==> config.mk <==
export PLATFORM = sky130hd
export DESIGN_NAME = rst_sequencer
export DESIGN_NICKNAME = d
export VERILOG_FILES = /design/src/rtl/rst_sequencer.sv
export SDC_FILE = /design/constraint.sdc
export NUM_CORES = 1
export LEC_CHECK = 0
export CAP_MARGIN = 20
export CORE_MARGIN = 1.5
export CORE_UTILIZATION = 62
export DETAILED_ROUTE_END_ITERATION = 8
export DONT_BUFFER_PORTS = 1
export GPL_ROUTABILITY_DRIVEN = 1
export HOLD_SLACK_MARGIN = 0.15
export MAX_ROUTING_LAYER = met4
export PLACE_DENSITY = 0.78
export SLEW_MARGIN = 30
export SYNTH_ARGS = -nofsm -noshare
export SYNTH_HDL_FRONTEND = slang
export SYNTH_SLANG_ARGS = --single-unit
==> constraint.sdc <==
create_clock -name CLK -period 2.65 [get_ports CLK]
set_input_delay 0.3975 -clock CLK [delete_from_list [all_inputs] [get_ports CLK]]
set_output_delay 0.3975 -clock CLK [all_outputs]
set_load 0.02 [all_outputs]
==> src/rtl/rst_sequencer.sv <==
// rst_sequencer
// Board-level reset sequencer. Pulses the PLL reset, waits for a filtered and
// time-limited PLL lock, then releases NUM_OUT active-low domain resets one at
// a time, bit 0 first. Handles lock-timeout retries, a terminal fault state,
// software restarts and loss of lock.
//
// Optional feature: define RSTSEQ_AUTORECOVER_EN to restart the sequence when
// lock drops in STAGE or RUN. Without it, a lock drop only sets LockLost.
//
// Ports:
//   CLK        in   system clock
//   ExtRESET   in   synchronous active-high reset, highest priority
//   PllLocked  in   asynchronous PLL lock, double-flop synchronised here
//   SwReset    in   single-cycle restart request (ignored in FAULT)
//   PllRESETn  out  active-low PLL reset
//   RstnOut    out  [NUM_OUT] active-low domain resets, bit 0 released first
//   Ready      out  all channels released, sequencer in RUN
//   Fault      out  lock retries exhausted
//   LockLost   out  sticky: synced lock fell while in STAGE or RUN
//   RetryCnt   out  [4] lock retries consumed in the current sequence
module rst_sequencer #(
  parameter int NUM_OUT      = 4,
  parameter int PLL_RST_CYC  = 16,
  parameter int LOCK_FILT    = 8,
  parameter int STAGE_DLY    = 32,
  parameter int LOCK_TIMEOUT = 4096,
  parameter int MAX_RETRY    = 3
) (
  input  logic               CLK,
  input  logic               ExtRESET,
  input  logic               PllLocked,
  input  logic               SwReset,
  output logic               PllRESETn,
  output logic [NUM_OUT-1:0] RstnOut,
  output logic               Ready,
  output logic               Fault,
  output logic               LockLost,
  output logic [3:0]         RetryCnt
);

  typedef enum logic [2:0] {PLLRST, WAITLOCK, STAGE, RUN, FAULT} state_t;

  localparam int PW = $clog2(PLL_RST_CYC + 1);
  localparam int FW = $clog2(LOCK_FILT + 1);
  localparam int TW = $clog2(LOCK_TIMEOUT + 1);
  localparam int SW = $clog2(STAGE_DLY + 1);
  localparam int IW = (NUM_OUT > 1) ? $clog2(NUM_OUT) : 1;

  localparam logic [PW-1:0] PLL_END   = PW'(PLL_RST_CYC);
  localparam logic [FW-1:0] FILT_END  = FW'(LOCK_FILT - 1);
  localparam logic [TW-1:0] TMO_END   = TW'(LOCK_TIMEOUT - 1);
  localparam logic [SW-1:0] STG_END   = SW'(STAGE_DLY - 1);
  localparam logic [IW-1:0] IDX_END   = IW'(NUM_OUT - 1);
  localparam logic [3:0]    RETRY_MAX = 4'(MAX_RETRY);

  state_t              state, state_n;
  logic [PW-1:0]       pll_cnt, pll_cnt_n;
  logic [FW-1:0]       filt_cnt, filt_n;
  logic [TW-1:0]       tmo_cnt, tmo_n;
  logic [SW-1:0]       stg_cnt, stg_n;
  logic [IW-1:0]       idx, idx_n;
  logic [1:0]          sync_pipe;
  logic                lock_s;
  logic [NUM_OUT-1:0]  rstn_n;
  logic [3:0]          retry_n;
  logic                lost_n, lock_drop, recover, go_pll;

  assign lock_s = sync_pipe[1];

  always_comb begin
    state_n   = state;
    pll_cnt_n = pll_cnt;
    filt_n    = filt_cnt;
    tmo_n     = tmo_cnt;
    stg_n     = stg_cnt;
    idx_n     = idx;
    rstn_n    = RstnOut;
    retry_n   = RetryCnt;
    lost_n    = LockLost;
    go_pll    = 1'b0;
    recover   = 1'b0;
    // STAGE/RUN are only entered with lock high, so a low level here is a fall.
    lock_drop = ((state == STAGE) || (state == RUN)) && !lock_s;

    if (SwReset && (state != FAULT)) begin
      go_pll  = 1'b1;
      retry_n = '0;
    end else begin
      if (lock_drop) lost_n = 1'b1;
`ifdef RSTSEQ_AUTORECOVER_EN
      recover = lock_drop;
`endif
      if (recover) begin
        go_pll = 1'b1;
      end else begin
        case (state)
          PLLRST: begin
            if (pll_cnt == PLL_END) begin
              state_n = WAITLOCK;
              filt_n  = '0;
              tmo_n   = '0;
            end else begin
              pll_cnt_n = pll_cnt + 1'b1;
            end
          end
          WAITLOCK: begin
            filt_n = lock_s ? filt_cnt + 1'b1 : '0;
            tmo_n  = tmo_cnt + 1'b1;
            // Lock acceptance is checked first so it wins a same-cycle timeout.
            if (lock_s && (filt_cnt == FILT_END)) begin
              state_n = STAGE;
              stg_n   = '0;
              idx_n   = '0;
            end else if (tmo_cnt == TMO_END) begin
              if (RetryCnt < RETRY_MAX) begin
                retry_n = RetryCnt + 1'b1;
                go_pll  = 1'b1;
              end else begin
                state_n = FAULT;
              end
            end
          end
          STAGE: begin
            if (stg_cnt == STG_END) begin
              stg_n = '0;
              for (int k = 0; k < NUM_OUT; k++)
                if (idx == IW'(k)) rstn_n[k] = 1'b1;
              if (idx == IDX_END) begin
                state_n = RUN;
                retry_n = '0;
              end else begin
                idx_n = idx + 1'b1;
              end
            end else begin
              stg_n = stg_cnt + 1'b1;
            end
          end
          default: ;
        endcase
      end
    end

    // The restart edge is itself the first low cycle of the PLL pulse, so the
    // pulse counter starts at 1 and PllRESETn rises PLL_RST_CYC edges later.
    if (go_pll) begin
      state_n   = PLLRST;
      pll_cnt_n = PW'(1);
      filt_n    = '0;
      tmo_n     = '0;
      stg_n     = '0;
      idx_n     = '0;
      rstn_n    = '0;
    end
  end

  always_ff @(posedge CLK) begin
    if (ExtRESET) begin
      state     <= PLLRST;
      pll_cnt   <= '0;
      filt_cnt  <= '0;
      tmo_cnt   <= '0;
      stg_cnt   <= '0;
      idx       <= '0;
      sync_pipe <= '0;
      PllRESETn <= 1'b0;
      RstnOut   <= '0;
      Ready     <= 1'b0;
      Fault     <= 1'b0;
      LockLost  <= 1'b0;
      RetryCnt  <= '0;
    end else begin
      state     <= state_n;
      pll_cnt   <= pll_cnt_n;
      filt_cnt  <= filt_n;
      tmo_cnt   <= tmo_n;
      stg_cnt   <= stg_n;
      idx       <= idx_n;
      sync_pipe <= {sync_pipe[0], PllLocked};
      PllRESETn <= (state_n == WAITLOCK) || (state_n == STAGE) || (state_n == RUN);
      RstnOut   <= rstn_n;
      Ready     <= (state_n == RUN);
      Fault     <= (state_n == FAULT);
      LockLost  <= lost_n;
      RetryCnt  <= retry_n;
    end
  end

endmodule

# --- Word level (Yosys, flattened, before mapping) ---
# Cells that the tools add are included.
totals:
  word_cells: 112
  input_bits: 4
  reg_bits: 47
  output_inout_bits: 12
op_classes:
  bitwise_logic: 2
  reduce_logical: 25
  order_cmp: 1
  n_mux: 36
  eq_ne: 25
  add_sub_neg: 6
op_table:
  columns: ["op", "n"]
  rows:
  - ["4-bit two-way mux", 7]
  - ["13-bit case mux with 2 select lines", 1]
  - ["3-bit two-way mux", 8]
  - ["2-bit != test (second input constant)", 8]
  - ["4-bit case mux with 2 select lines", 2]
  - ["4-bit AND reduction", 4]
  - ["13-bit by 1-bit adder with 13-bit output (second input constant)", 1]
  - ["13-bit by 12-bit == test with 1-bit output (second input constant)", 1]
  - ["13-bit two-way mux", 1]
  - ["3-bit by 2-bit == test with 1-bit output (second input constant)", 4]
  - ["6-bit two-way mux", 2]
  - ["6-bit case mux with 2 select lines", 1]
  - ["3-bit AND reduction", 4]
  - ["1-bit two-way mux", 9]
  - ["3-bit case mux with 3 select lines", 1]
  - ["4-bit by 1-bit adder with 4-bit output (second input constant)", 2]
  - ["6-bit by 1-bit adder with 6-bit output (second input constant)", 1]
  - ["3-bit by 1-bit == test with 1-bit output (second input constant)", 2]
  - ["6-bit by 5-bit == test with 1-bit output (second input constant)", 1]
  - ["2-bit two-way mux", 3]
  - ["6-bit AND reduction", 1]
  - ["2-bit nonzero test", 3]
  - ["5-bit by 1-bit adder with 5-bit output (second input constant)", 1]
  - ["5-bit == test (second input constant)", 1]
  - ["18 further kinds", 26]

# --- Depth between registers and ports, before layout ---
logic_depth:
  word_depth: 10
  ltp_mapped: 7
  ltp_nobuf: 6

# --- Worst setup path after synthesis ---
# OpenSTA, ideal clock, no wires.
synth_path:
  kind: "reg-to-reg"
  startpoint: "reg tmo_cnt[0]"
  endpoint: "reg RetryCnt[2]"
  arrival_time_ns: 1.922
  path_buffers: 1
  stages_incl_launch_ff: 7
  path_slack_ns: 0.612
  setup_time_ns: 0.116
  t_required_ns: 2.534
  cell_sequence: "dfxtp_1 ha_1 nand4_1 or4_1 clkbuf_2 a2111o_1 o211a_1"
synth_via:
  elab_chain_cells: 3
synth_rtl:
  columns: ["element", "line", "rtl"]
  rows:
  - ["start, declared", "59", "logic [TW-1:0] tmo_cnt, tmo_n;"]
  - ["start signal, assigned", "175", "tmo_cnt <= tmo_n;"]
  - ["13-bit by 12-bit == test with 1-bit output", "114", "end else if (tmo_cnt == TMO_END) begin"]
  - ["2-bit != test (no source line)", null, null]
  - ["6-bit AND reduction (no source line)", null, null]
  - ["end signal, assigned", "184", "RetryCnt <= retry_n;"]
  - ["end, declared", "38", "output logic [3:0] RetryCnt"]
# Every way passes these cells.
# A chain may end at the register's enable or synchronous reset.

# --- Final worst setup path ---
layout_path:
  startpoint: "reg state[1]"
  endpoint: "reg stg_cnt[2]"
layout_via:
  elab_chain_cells: 4
  elab_cells_between_ends: 12
layout_rtl:
  columns: ["element", "line", "rtl"]
  rows:
  - ["start, declared", "56", "state_t state, state_n;"]
  - ["start signal, assigned", "172", "state <= state_n;"]
  - ["3-bit by 1-bit == test with 1-bit output or 3-bit != test (tied branches)", "96, 85", null]
  - ["1-bit two-way mux or 1-bit logical AND (tied branches)", "96, 85", null]
  - ["1-bit two-way mux or 1-bit NOT (tied branches)", null, null]
  - ["2-bit OR reduction (no source line) or 3-bit AND reduction (tied branches)", null, null]
  - ["end signal, assigned", "176", "stg_cnt <= stg_n;"]
  - ["end, declared", "60", "logic [SW-1:0] stg_cnt, stg_n;"]
# Parallel ways exist; a longest one is shown, timed or not.

==> out/qor.txt <==
==============================================================================
Worst IR drop on VDD                                                  0.379 mV
Critical Path Sink Type                                                   flop
Global routing usage summed across all routing layers                    25.1%
Number of rows created at floorplan                                         22
Clock slew at reported path FFs                                        0.09 ns
Pins Over Slew Limit                                                         0
Global placer's final weighted congestion                                0.961
Floorplan die height                                              65.1 microns
Finish-stage setup viols                                                     0
H-tree level count                                                           2
Clock Root Buffer                                                 sky130_fd_sc_hd__clkbuf_8
Data arrival time of the worst path                                    2.48 ns
Flip-flop and latch count after synthesis                                   47
Startpoint type of the worst setup path                                   flop
Count of cell types in the netlist                                          63
Fin crit share                                                           84.6%
Worst clock skew on the final layout                                0.00543 ns
Overflow left after global routing                                           0
Buf+Inv Stages, Crit Path                                                    0
Highest fanout seen on the critical path                                    15
First-pass GRT wire length                                        8190 microns
Worst Hold Slack                                                      0.168 ns
Post-Syn Nets                                                              286
Area grow syn2layout                                                     7.02%
PnR Total Power                                                        1.16 mW
Hold-fix buffers at CTS                                                      0
Worst-case headroom to the max-slew limit                                55.7%
Worst path required time                                               2.88 ns
Unrepaired setup endpoints after global routing                          false
Top Family by Delay on Critical Path                              simple AND/OR/NAND/NOR gates
Deepest clock path buffer count                                              2
Async set or reset register ratio after synthesis                           0%
Initial antenna violation count                                              0
Via count of the first global-routing pass                               1,840
Crit Path Class                                                   flop to flop
Proportion of synthesized chip area in sequential cells                  39.4%
Hold Fails Final Rpt                                                         0
Number of I/O port buffers                                                   0
Post-synth EDFFs                                                             0
CTS tree                                                                  done
Post-synthesis instance area                                        2390 sq um
Half-perimeter wire length after detailed placement               3460 microns
Leakage dissipation                                                   0.881 nW
Worst-case register-to-register setup slack                            0.41 ns
Outcome                                                           finished clean
First drt pass iteration count                                               4
Die Area                                                            4230 sq um
Number of setup buffers added after CTS                                      0
Core region area                                                    3690 sq um
Number of warnings issued by yosys                                           0
Slowest cell on the critical path                                 sky130_fd_sc_hd__dfxtp_1
Leading cell types in the layout, fill and taps excluded          47 x sky130_fd_sc_hd__dfxtp_1, 32 x sky130_fd_sc_hd__nor2_1, 23 x sky130_fd_sc_hd__a21oi_1, 16 x sky130_fd_sc_hd__o21ai_0, 12 x sky130_fd_sc_hd__inv_1
Insertion delay of the later-clocked pin in the worst-skew pair        0.29 ns
Detailed Route Iter0 Violations                                            162
Most common cell after layout, fill and taps aside                sky130_fd_sc_hd__dfxtp_1
Final antenna diode count                                                    0
Gate Count Post-Synth                                                      272
Number of nets still failing antenna checks after routing                    0
Initial core utilization                                                 64.7%
Setup TNS                                                                 0 ns
DRC                                                                          0
Leading register cell type out of synthesis                       sky130_fd_sc_hd__dfxtp_1
Peak per-stage delay on the critical path                              0.62 ns
Via count                                                                2,043
Shortest clock period the worst path allows after layout               2.24 ns
Pin count of the biggest net entering global routing                        24
Number of max-cap violations                                                 0
Detail-routed via count per cell                                          6.27
Horiz. Die Dim                                                    65.1 microns
Total detailed-routing wirelength                                 4830 microns
Post-route design area                                              2550 sq um
Cell area after placement                                           2450 sq um
Routed len/inst                                                   14.8 microns
Top achievable clock speed                                             446 MHz
# clock sinks                                                               47
Nets                                                                       291
Top cell by count, worst path                                     sky130_fd_sc_hd__a21oi_1
Path type of the worst min-delay path                             input pin to flop
Count of boundary I/O pins                                                  16
Total power divided by cell area                                   455 nW/um^2
Post-synthesis area per instance                                    8.78 sq um
CTS buffer count                                                             5
Number of cells upsized or downsized after cts                               0
Layout cell share with drive strength beyond 1                           8.63%
Chain of cells forming the critical path                          nor4b_1, a21oi_1, or4b_1, a21oi_1
Actual transition at the worst max-transition pin                     0.655 ns
==============================================================================
==> final timing paths <==
check                                from                       to  cells after the start
setup / recovery      state[1]$_SDFF_PP0_  stg_cnt[2]$_SDFFE_PP0P_                      4
setup reg to reg      state[1]$_SDFF_PP0_  stg_cnt[2]$_SDFFE_PP0P_                      4
hold reg to reg   sync_pipe[0]$_SDFF_PP0_  sync_pipe[1]$_SDFF_PP0_                      1
hold / removal                   ExtRESET  sync_pipe[0]$_SDFF_PP0_                      1
==> logic make-up (layout without fill, tap and decap cells) <==
family	after synthesis	after routing	synth area share, %
muxes	4	4	1.73
AOI/OAI and AO/OA	77	77	21.1
adders and majority gates	10	10	5.24
and+or+nand+nor	103	103	25.5
DFF	47	47	39.4
buffers and inverters	22	28	3.67
xor gates and xnor gates	9	9	3.30
==> routing by layer <==
layer / vias to the layer above / GRT usage [%] / part of all wire [%]
li1: 1021 / - / -
met1: 958 / 33.8 / 50
met2: 60 / 38.0 / 44
met3: 4 / 6.08 / 5.8
met4: 0 / 6.77 / 0.68
met5: - / - / 0
==> registers in the layout, indices dropped and copies added (netlist names) <==
name / cells
stg_cnt: 6
pll_cnt: 5
PllRESETn: 1
LockLost: 1
state: 3
Ready: 1
sync_pipe: 2
tmo_cnt: 13
RstnOut: 4
RetryCnt: 4
filt_cnt: 4
idx: 2
Fault: 1
==> synthesized netlist by cell type, types with 2 or more instances <==
cell type	n	area share [%]
sky130_fd_sc_hd__dfxtp_1	47	39
sky130_fd_sc_hd__nor2_1	32	5.0
sky130_fd_sc_hd__a21oi_1	23	4.8
sky130_fd_sc_hd__o21ai_0	16	3.4
sky130_fd_sc_hd__inv_1	12	1.9
sky130_fd_sc_hd__ha_1	10	5.2
sky130_fd_sc_hd__nand4_1	9	2.4
sky130_fd_sc_hd__nand2_1	8	1.3
sky130_fd_sc_hd__nand3_1	8	1.7
sky130_fd_sc_hd__xor2_1	8	2.9
sky130_fd_sc_hd__or3_1	7	1.8
sky130_fd_sc_hd__clkbuf_1	6	0.94
sky130_fd_sc_hd__a211oi_1	5	1.6
sky130_fd_sc_hd__and3_1	5	1.3
sky130_fd_sc_hd__nor2b_1	5	1.3
sky130_fd_sc_hd__a31oi_1	4	1.0
sky130_fd_sc_hd__o211ai_1	4	1.3
sky130_fd_sc_hd__buf_2	3	0.63
sky130_fd_sc_hd__mux2i_1	3	1.3
sky130_fd_sc_hd__nand2b_1	3	0.79
sky130_fd_sc_hd__nor3_1	3	0.63
sky130_fd_sc_hd__o2111ai_1	3	1.1
sky130_fd_sc_hd__a22oi_1	2	0.63
sky130_fd_sc_hd__and4_1	2	0.73
sky130_fd_sc_hd__nand4bb_1	2	0.94
sky130_fd_sc_hd__nor4_1	2	0.52
sky130_fd_sc_hd__o211a_1	2	0.84
sky130_fd_sc_hd__o31ai_1	2	0.63
sky130_fd_sc_hd__or3b_2	2	0.73
==> final cells by class <==
| cell class | instances | area (sq um) |
|---|---|---|
| well taps | 48 | 60.1 |
| multi-input cells | 203 | 1360 |
| clock buffers | 6 | 72.6 |
| flip-flops and latches | 47 | 941 |
| inverters | 12 | 45.0 |
| repair buffers | 8 | 65.1 |
| clock inverters | 2 | 12.5 |
| fillers | 299 | 1130 |
==> report_power, final <==
group | internal (mW) | total (mW) | switching (mW)
combinational | 0.0127 | 0.0339 | 0.0212
clock | 0.185 | 0.417 | 0.233
sequential | 0.709 | 0.711 | 0.00214
==> stage by stage <==
step | cells | setup WS [ns] | utilization (%)
after floorplan | 272 | 0.612 | -
after global placement | 316 | 0.488 | 66.4
after detailed placement | 316 | 0.448 | 66.4
after CTS | 324 | 0.439 | 68.7
after global routing | 326 | 0.199 | 69.3
final | 326 | 0.407 | 69.3
No activity file was read; power rests on OpenSTA's default activity.
